===== config.mk =====
export PLATFORM = sky130hd
export DESIGN_NAME = execute_muldiv_flat
export DESIGN_NICKNAME = d
export VERILOG_FILES = /design/src/rtl/execute_muldiv_if.sv /design/src/rtl/execute_muldiv.sv /design/src/flat_wrapper.sv
export SDC_FILE = /design/constraint.sdc
export NUM_CORES = 1
export LEC_CHECK = 0
export ABC_AREA = 1
export CAP_MARGIN = 15
export CORE_MARGIN = 4
export CORE_UTILIZATION = 50
export CTS_CLUSTER_DIAMETER = 200
export DETAILED_ROUTE_END_ITERATION = 10
export PLACE_DENSITY_LB_ADDON = 0.08
export SYNTH_ARGS = -nofsm -noshare
export SYNTH_HDL_FRONTEND = slang
export SYNTH_SLANG_ARGS = --single-unit
export TNS_END_PERCENT = 30

===== constraint.sdc =====
create_clock -name clk -period 5.2 [get_ports clk]
set_input_delay 1.04 -clock clk [delete_from_list [all_inputs] [get_ports clk]]
set_output_delay 1.04 -clock clk [all_outputs]
set_load 0.005 [all_outputs]

===== src/rtl/execute_muldiv_if.sv =====
// execute_muldiv_if
// Handshake and data bundle between the execute stage and the iterative
// RV32M multiply/divide unit.
//   master : E-stage side. Drives start/flush/op/operands/rd and receives
//            stall/done/result/rd back.
//   slave  : execute_muldiv side.
// Signals:
//   start    M-extension op is present in E
//   flush    E-stage flush, same signal that clears the D/E register
//   funct3E  operation select (MUL..REMU)
//   SrcAE    rs1 after forwarding
//   SrcBE    rs2 after forwarding
//   RdE      destination register
//   stall_o  hold PC, F/D, D/E while the unit is working
//   done_o   result valid this cycle
//   result_o operation result
//   rd_o     destination register latched when the op was accepted
interface execute_muldiv_if #(
    parameter int XLEN = 32
);
    logic            start;
    logic            flush;
    logic [2:0]      funct3E;
    logic [XLEN-1:0] SrcAE;
    logic [XLEN-1:0] SrcBE;
    logic [4:0]      RdE;
    logic            stall_o;
    logic            done_o;
    logic [XLEN-1:0] result_o;
    logic [4:0]      rd_o;

    modport master (
        output start, flush, funct3E, SrcAE, SrcBE, RdE,
        input  stall_o, done_o, result_o, rd_o
    );

    modport slave (
        input  start, flush, funct3E, SrcAE, SrcBE, RdE,
        output stall_o, done_o, result_o, rd_o
    );
endinterface


===== src/rtl/execute_muldiv.sv =====
// execute_muldiv
// Iterative RV32M multiply/divide unit in the execute stage. Multiplies with
// a 32-step shift-add loop and divides with a 32-step restoring divider,
// both on operand magnitudes; the sign is applied to the final result.
// Divide-by-zero and signed overflow are resolved in a single cycle.
// Ports:
//   clk    core clock, rising edge
//   n_rst  asynchronous active-low reset
//   bus    execute_muldiv_if.slave (op request in, stall/done/result out)
//
// state | meaning
// IDLE  | waiting for an M op; stall raised combinationally on accept
// BUSY  | 32 multiply or divide iterations, counter 0..31
// DONE  | done_o/result_o valid for one cycle, stall released
module execute_muldiv (
    input  logic           clk,
    input  logic           n_rst,
    execute_muldiv_if.slave bus
);
    typedef enum logic [1:0] {
        IDLE = 2'd0,
        BUSY = 2'd1,
        DONE = 2'd2
    } state_t;

    state_t      state_q,  state_d;
    logic [4:0]  cnt_q,    cnt_d;
    logic [2:0]  funct3_q, funct3_d;
    logic [4:0]  rd_q,     rd_d;
    logic [31:0] a_q,      a_d;
    logic [31:0] b_q,      b_d;
    logic        neg_q,    neg_d;
    logic        sign_a_q, sign_a_d;
    logic [63:0] acc_q,    acc_d;
    logic [32:0] rem_q,    rem_d;
    logic [31:0] quo_q,    quo_d;
    logic [31:0] result_q, result_d;
    logic        done_q,   done_d;

    logic        in_div;
    logic        in_sa;
    logic        in_sb;
    logic        in_sign_a;
    logic        in_sign_b;
    logic [31:0] in_abs_a;
    logic [31:0] in_abs_b;
    logic        in_div_zero;
    logic        in_div_ovf;

    logic [63:0] prod_next;
    logic [63:0] prod_final;
    logic [32:0] rem_shift;
    logic [32:0] rem_next;
    logic        q_bit;
    logic [31:0] quo_next;
    logic [31:0] quo_final;
    logic [31:0] rem_final;
    logic [31:0] op_result;

    // Operand signedness: MUL rides the signed path since its low half is
    // the same either way.
    always_comb begin
        in_div      = bus.funct3E[2];
        in_sa       = in_div ? ~bus.funct3E[0] : (bus.funct3E[1:0] != 2'b11);
        in_sb       = in_div ? ~bus.funct3E[0] : ~bus.funct3E[1];
        in_sign_a   = in_sa & bus.SrcAE[31];
        in_sign_b   = in_sb & bus.SrcBE[31];
        in_abs_a    = in_sign_a ? (32'd0 - bus.SrcAE) : bus.SrcAE;
        in_abs_b    = in_sign_b ? (32'd0 - bus.SrcBE) : bus.SrcBE;
        in_div_zero = (bus.SrcBE == 32'd0);
        in_div_ovf  = ~bus.funct3E[0] && (bus.SrcAE == 32'h8000_0000) &&
                      (bus.SrcBE == 32'hFFFF_FFFF);
    end

    // One iteration of each datapath; only the one matching funct3_q is
    // committed to the result.
    always_comb begin
        prod_next  = acc_q + (b_q[cnt_q] ? ({32'd0, a_q} << cnt_q) : 64'd0);
        prod_final = neg_q ? (64'd0 - prod_next) : prod_next;
        // a_q is shifted left each divide step, so its MSB is the next
        // dividend bit.
        rem_shift  = (rem_q << 1) | {32'd0, a_q[31]};
        q_bit      = (rem_shift >= {1'b0, b_q});
        rem_next   = q_bit ? (rem_shift - {1'b0, b_q}) : rem_shift;
        quo_next   = {quo_q[30:0], q_bit};
        quo_final  = neg_q ? (32'd0 - quo_next) : quo_next;
        rem_final  = sign_a_q ? (32'd0 - rem_next[31:0]) : rem_next[31:0];
        if (funct3_q[2]) begin
            op_result = funct3_q[1] ? rem_final : quo_final;
        end else begin
            op_result = (funct3_q[1:0] == 2'b00) ? prod_final[31:0] : prod_final[63:32];
        end
    end

    always_comb begin
        state_d  = state_q;
        cnt_d    = cnt_q;
        funct3_d = funct3_q;
        rd_d     = rd_q;
        a_d      = a_q;
        b_d      = b_q;
        neg_d    = neg_q;
        sign_a_d = sign_a_q;
        acc_d    = acc_q;
        rem_d    = rem_q;
        quo_d    = quo_q;
        result_d = result_q;
        done_d   = 1'b0;

        if (bus.flush) begin
            state_d = IDLE;
        end else begin
            case (state_q)
                IDLE: begin
                    if (bus.start) begin
                        funct3_d = bus.funct3E;
                        rd_d     = bus.RdE;
                        a_d      = in_abs_a;
                        b_d      = in_abs_b;
                        neg_d    = in_sign_a ^ in_sign_b;
                        sign_a_d = in_sign_a;
                        cnt_d    = 5'd0;
                        acc_d    = 64'd0;
                        rem_d    = 33'd0;
                        quo_d    = 32'd0;
                        if (in_div && in_div_zero) begin
                            state_d  = DONE;
                            done_d   = 1'b1;
                            result_d = bus.funct3E[1] ? bus.SrcAE : 32'hFFFF_FFFF;
                        end else if (in_div && in_div_ovf) begin
                            state_d  = DONE;
                            done_d   = 1'b1;
                            result_d = bus.funct3E[1] ? 32'd0 : 32'h8000_0000;
                        end else begin
                            state_d = BUSY;
                        end
                    end
                end
                BUSY: begin
                    cnt_d = cnt_q + 5'd1;
                    acc_d = prod_next;
                    rem_d = rem_next;
                    quo_d = quo_next;
                    a_d   = funct3_q[2] ? {a_q[30:0], 1'b0} : a_q;
                    if (cnt_q == 5'd31) begin
                        state_d  = DONE;
                        done_d   = 1'b1;
                        result_d = op_result;
                    end
                end
                DONE: begin
                    state_d = IDLE;
                end
                default: begin
                    state_d = IDLE;
                end
            endcase
        end
    end

    always_ff @(posedge clk or negedge n_rst) begin
        if (!n_rst) begin
            state_q  <= IDLE;
            cnt_q    <= 5'd0;
            funct3_q <= 3'd0;
            rd_q     <= 5'd0;
            a_q      <= 32'd0;
            b_q      <= 32'd0;
            neg_q    <= 1'b0;
            sign_a_q <= 1'b0;
            acc_q    <= 64'd0;
            rem_q    <= 33'd0;
            quo_q    <= 32'd0;
            result_q <= 32'd0;
            done_q   <= 1'b0;
        end else begin
            state_q  <= state_d;
            cnt_q    <= cnt_d;
            funct3_q <= funct3_d;
            rd_q     <= rd_d;
            a_q      <= a_d;
            b_q      <= b_d;
            neg_q    <= neg_d;
            sign_a_q <= sign_a_d;
            acc_q    <= acc_d;
            rem_q    <= rem_d;
            quo_q    <= quo_d;
            result_q <= result_d;
            done_q   <= done_d;
        end
    end

    // Stall is combinational so the E stage freezes in the accept cycle.
    assign bus.stall_o  = ((state_q == IDLE) && bus.start && !bus.flush) ||
                          (state_q == BUSY);
    assign bus.done_o   = done_q;
    assign bus.result_o = result_q;
    assign bus.rd_o     = rd_q;
endmodule

===== src/flat_wrapper.sv =====
// flat-port wrapper written by rule: the top's interface ports become plain ports
module execute_muldiv_flat 
  (clk, n_rst, bus_start, bus_flush, bus_funct3E, bus_SrcAE, bus_SrcBE, bus_RdE, bus_stall_o, bus_done_o, bus_result_o, bus_rd_o);
  execute_muldiv_if bus_i ();
  input  logic clk;
  input  logic n_rst;
  input wire logic [$bits(bus_i.start)-1:0] bus_start;
  input wire logic [$bits(bus_i.flush)-1:0] bus_flush;
  input wire logic [$bits(bus_i.funct3E)-1:0] bus_funct3E;
  input wire logic [$bits(bus_i.SrcAE)-1:0] bus_SrcAE;
  input wire logic [$bits(bus_i.SrcBE)-1:0] bus_SrcBE;
  input wire logic [$bits(bus_i.RdE)-1:0] bus_RdE;
  output wire logic [$bits(bus_i.stall_o)-1:0] bus_stall_o;
  output wire logic [$bits(bus_i.done_o)-1:0] bus_done_o;
  output wire logic [$bits(bus_i.result_o)-1:0] bus_result_o;
  output wire logic [$bits(bus_i.rd_o)-1:0] bus_rd_o;
  assign bus_i.start = bus_start;
  assign bus_i.flush = bus_flush;
  assign bus_i.funct3E = bus_funct3E;
  assign bus_i.SrcAE = bus_SrcAE;
  assign bus_i.SrcBE = bus_SrcBE;
  assign bus_i.RdE = bus_RdE;
  assign bus_stall_o = bus_i.stall_o;
  assign bus_done_o = bus_i.done_o;
  assign bus_result_o = bus_i.result_o;
  assign bus_rd_o = bus_i.rd_o;
  execute_muldiv u_core (.clk(clk), .n_rst(n_rst), .bus(bus_i));
endmodule

==> impl_metrics.tcl <==
set metrics [dict create \
    status "finished clean" \
    htree_levels 2 \
    initial_utilization 0.506 \
    fin_skew_ns 0.0357 \
    hold_viol 0 \
    cp_data_required_time_ns 5.68 \
    rows 85 \
    cap_viol_max_count 0 \
    hold_buffers 0 \
    setup_viol 0 \
    vias_per_cell 5.59 \
    power-per-cell-area_mw_per_mm2 742 \
    worst_pin_slew_ns 1.02 \
    synth_fp_nets 5043 \
    wl_um 123000 \
    seq_area_frac_synth 0.221 \
    max_freq_ghz 0.195 \
    tritoncts "built" \
    grt_pass1_vias 30967 \
    synth_top_area_cell "dfrtp_1" \
    syn_inst 4862 \
    startpoint_type "flip-flop" \
    drc 0 \
    yosysMostFrequentCell "nand2_1" \
    synth_edf_count 0 \
    vias 34271 \
    hp-class "reg -> reg" \
    ir_worst_vdd_uv 352 \
    clk_latency_ns 0.58 \
    setup_tns_ns 0 \
    synth_area_leaders "dfrtp_1, nand2_1, inv_1" \
    worst_path_max_delay_cell "dfrtp_2" \
    nNetsFinal 5598 \
    yosys_register_bits 241 \
    finalWeightedCongestion 1.08 \
    p_leak_nw 19.1 \
    post_drt_wl_per_cell_um 20.1 \
    path_delay_family "simple AND/OR/NAND/NOR gates" \
    synth_top_area_frac 0.221 \
    clk_pin_slew_ns 0.06 \
    cp-end-kind "flip-flop" \
    r2r-start "u_core.cnt_q[0]" \
    drive_gt1_frac 0.207 \
    crit_start "u_core.cnt_q[0]" \
    die_y_um 241 \
    core-area_mm2 0.0539 \
    synthToLayoutAreaGrowth_pct 32.1 \
    cts_sinks 241 \
    synth_common_cells "nand2_1, inv_1, nor2_1" \
    timing.final.crit_period_ns 5.14 \
    cts_buffer_depth 3 \
    dp_hpwl_um 97500 \
    ys.flop_type "dfrtp_1" \
    num_io_pins 115 \
    criticalPathCategory "reg -> reg" \
    cts_inserted_buffers 34 \
    grt_pass1_wl_um 180000 \
    place_ws_ns -0.576 \
    hold_start "u_core.bus.rd_o[2]" \
    first_pass_iters 6 \
    rsz0062_at_grt "yes" \
    cp_slowest_stage_delay_ns 0.50 \
    drt_iter0_drc 4050 \
    ys_async_sr_fraction 1.00 \
    drv_slew 0 \
    timing.final.crit_share 0.988 \
    cts-root-buf "clkbuf_16" \
    cp_num_buf_inv 9 \
    grt_max_degree 99 \
    syn_area_mm2 0.0273 \
    gr-total-overflow 0 \
    relSlewSlack 0.320 \
    die_w_um 241 \
    crit_arrival_ns 5.62 \
    io_buffers 114 \
    dieArea_mm2 0.0583 \
    path_common_cell "nand2_1" \
    worst_slack_ns 0.0630 \
    ant_nets 0 \
    path_max_fanout 8 \
    grt_use_total 0.403 \
    syn_area_per_cell_um2 5.61 \
    antenna_found_initial 1 \
    synth_cell_types 54 \
    ys_warn_count 0 \
]
-- report_power, final --
part	switching [mW]	internal (mW)
Clock	1.04	1.57
Combinational	12.8	8.13
Sequential	0.662	2.49
Total	14.5	12.2
-- registers in the layout, summed over array words and instances (netlist names) --
register,flops
u_core.neg_q,1
u_core.funct3_q,3
u_core.cnt_q,5
u_core.state_q,2
u_core.bus.result_o,32
u_core.bus.rd_o,5
u_core.b_q,32
u_core.acc_q,64
u_core.bus.done_o,1
u_core.quo_q,31
u_core.rem_q,32
u_core.a_q,32
u_core.sign_a_q,1
-- tightest hold or removal path, cell delays in order, from the launching register on --
cell and delay [ns]:
dfrtp_1 0.34, nand2_1 0.05, nand2_1 0.05
-- per-stage QoR --
step	power [mW]	utilization	hold slack, ns	instance area (um2)	std cells
finish	26.7	0.668	0.469	36000	6136
global route	28.5	0.668	0.493	36000	6135
CTS	24.1	0.632	0.473	34100	6105
detailed placement	21.2	0.606	0.459	32700	6044
global placement	21.1	0.606	0.457	32700	6044
floorplan	13.1	-	0.453	27300	4862
-- cell type report --
class | instances | area, um2
Antenna cell | 1 | 2.50
Clock buffer | 43 | 925
Clock inverter | 15 | 282
Fill cell | 5127 | 17900
Inverter | 805 | 3030
Multi-Input combinational cell | 3660 | 19300
Sequential cell | 241 | 6030
Tap cell | 696 | 871
Timing Repair Buffer | 674 | 5510
Timing Repair inverter | 1 | 7.51
-- placed cells by master, fill, tap and decap left out, types with 69 or more instances in the layout --
cell type        count
nand2_1           1464
clkdlybuf4s50_1    113
ha_1                69
dfrtp_1            239
inv_1              752
nand3_1            297
o21ai_0            294
nand2_2            154
nor2_1             400
o21ai_1             75
a21oi_1            209
nor2_2              85
buf_4              538
-- path summary, 6_finish.rpt --
check,to,slack [ns],cells after the start
min in group asynchronous,u_core.rem_q[24],0.48,1
hold reg to reg,u_core.bus.rd_o[2],0.47,2
hold / removal,u_core.bus.rd_o[2],0.47,2
max in group asynchronous,u_core.acc_q[58],3.54,2
setup reg to reg,u_core.bus.result_o[18],0.06,36
setup / recovery,u_core.bus.result_o[18],0.06,36
-- cell families (layout without fill, tap and decap cells) --
kind of cell,count (synthesis),count (layout),share of synthesized area
xor gates and xnor gates,78,78,0.0253
and+or+nand+nor,2678,2678,0.406
other,0,1,0
buffers and inverters,961,1538,0.136
DFF,241,241,0.221
adders and majority gates,105,105,0.0487
muxes,30,30,0.0110
AOI/OAI and AO/OA,769,769,0.152
-- layer usage --
layer  wire, um  part of all wire  track usage  up-vias
li1           -                 -            -    16518
met1      49200              0.40        0.521    15504
met2      52700              0.43        0.620     1812
met3      11300             0.092       0.0775      435
met4      10000             0.081        0.253        2
met5         52           0.00042            0        -
-- repair_timing --
action	in CTS	in global routing
setup buffers	3	27
pin swaps	11	111
cloned	0	3
resized for setup	74	520
endpoints found under the setup margin	32	34
(Power assumes the default switching activity.)
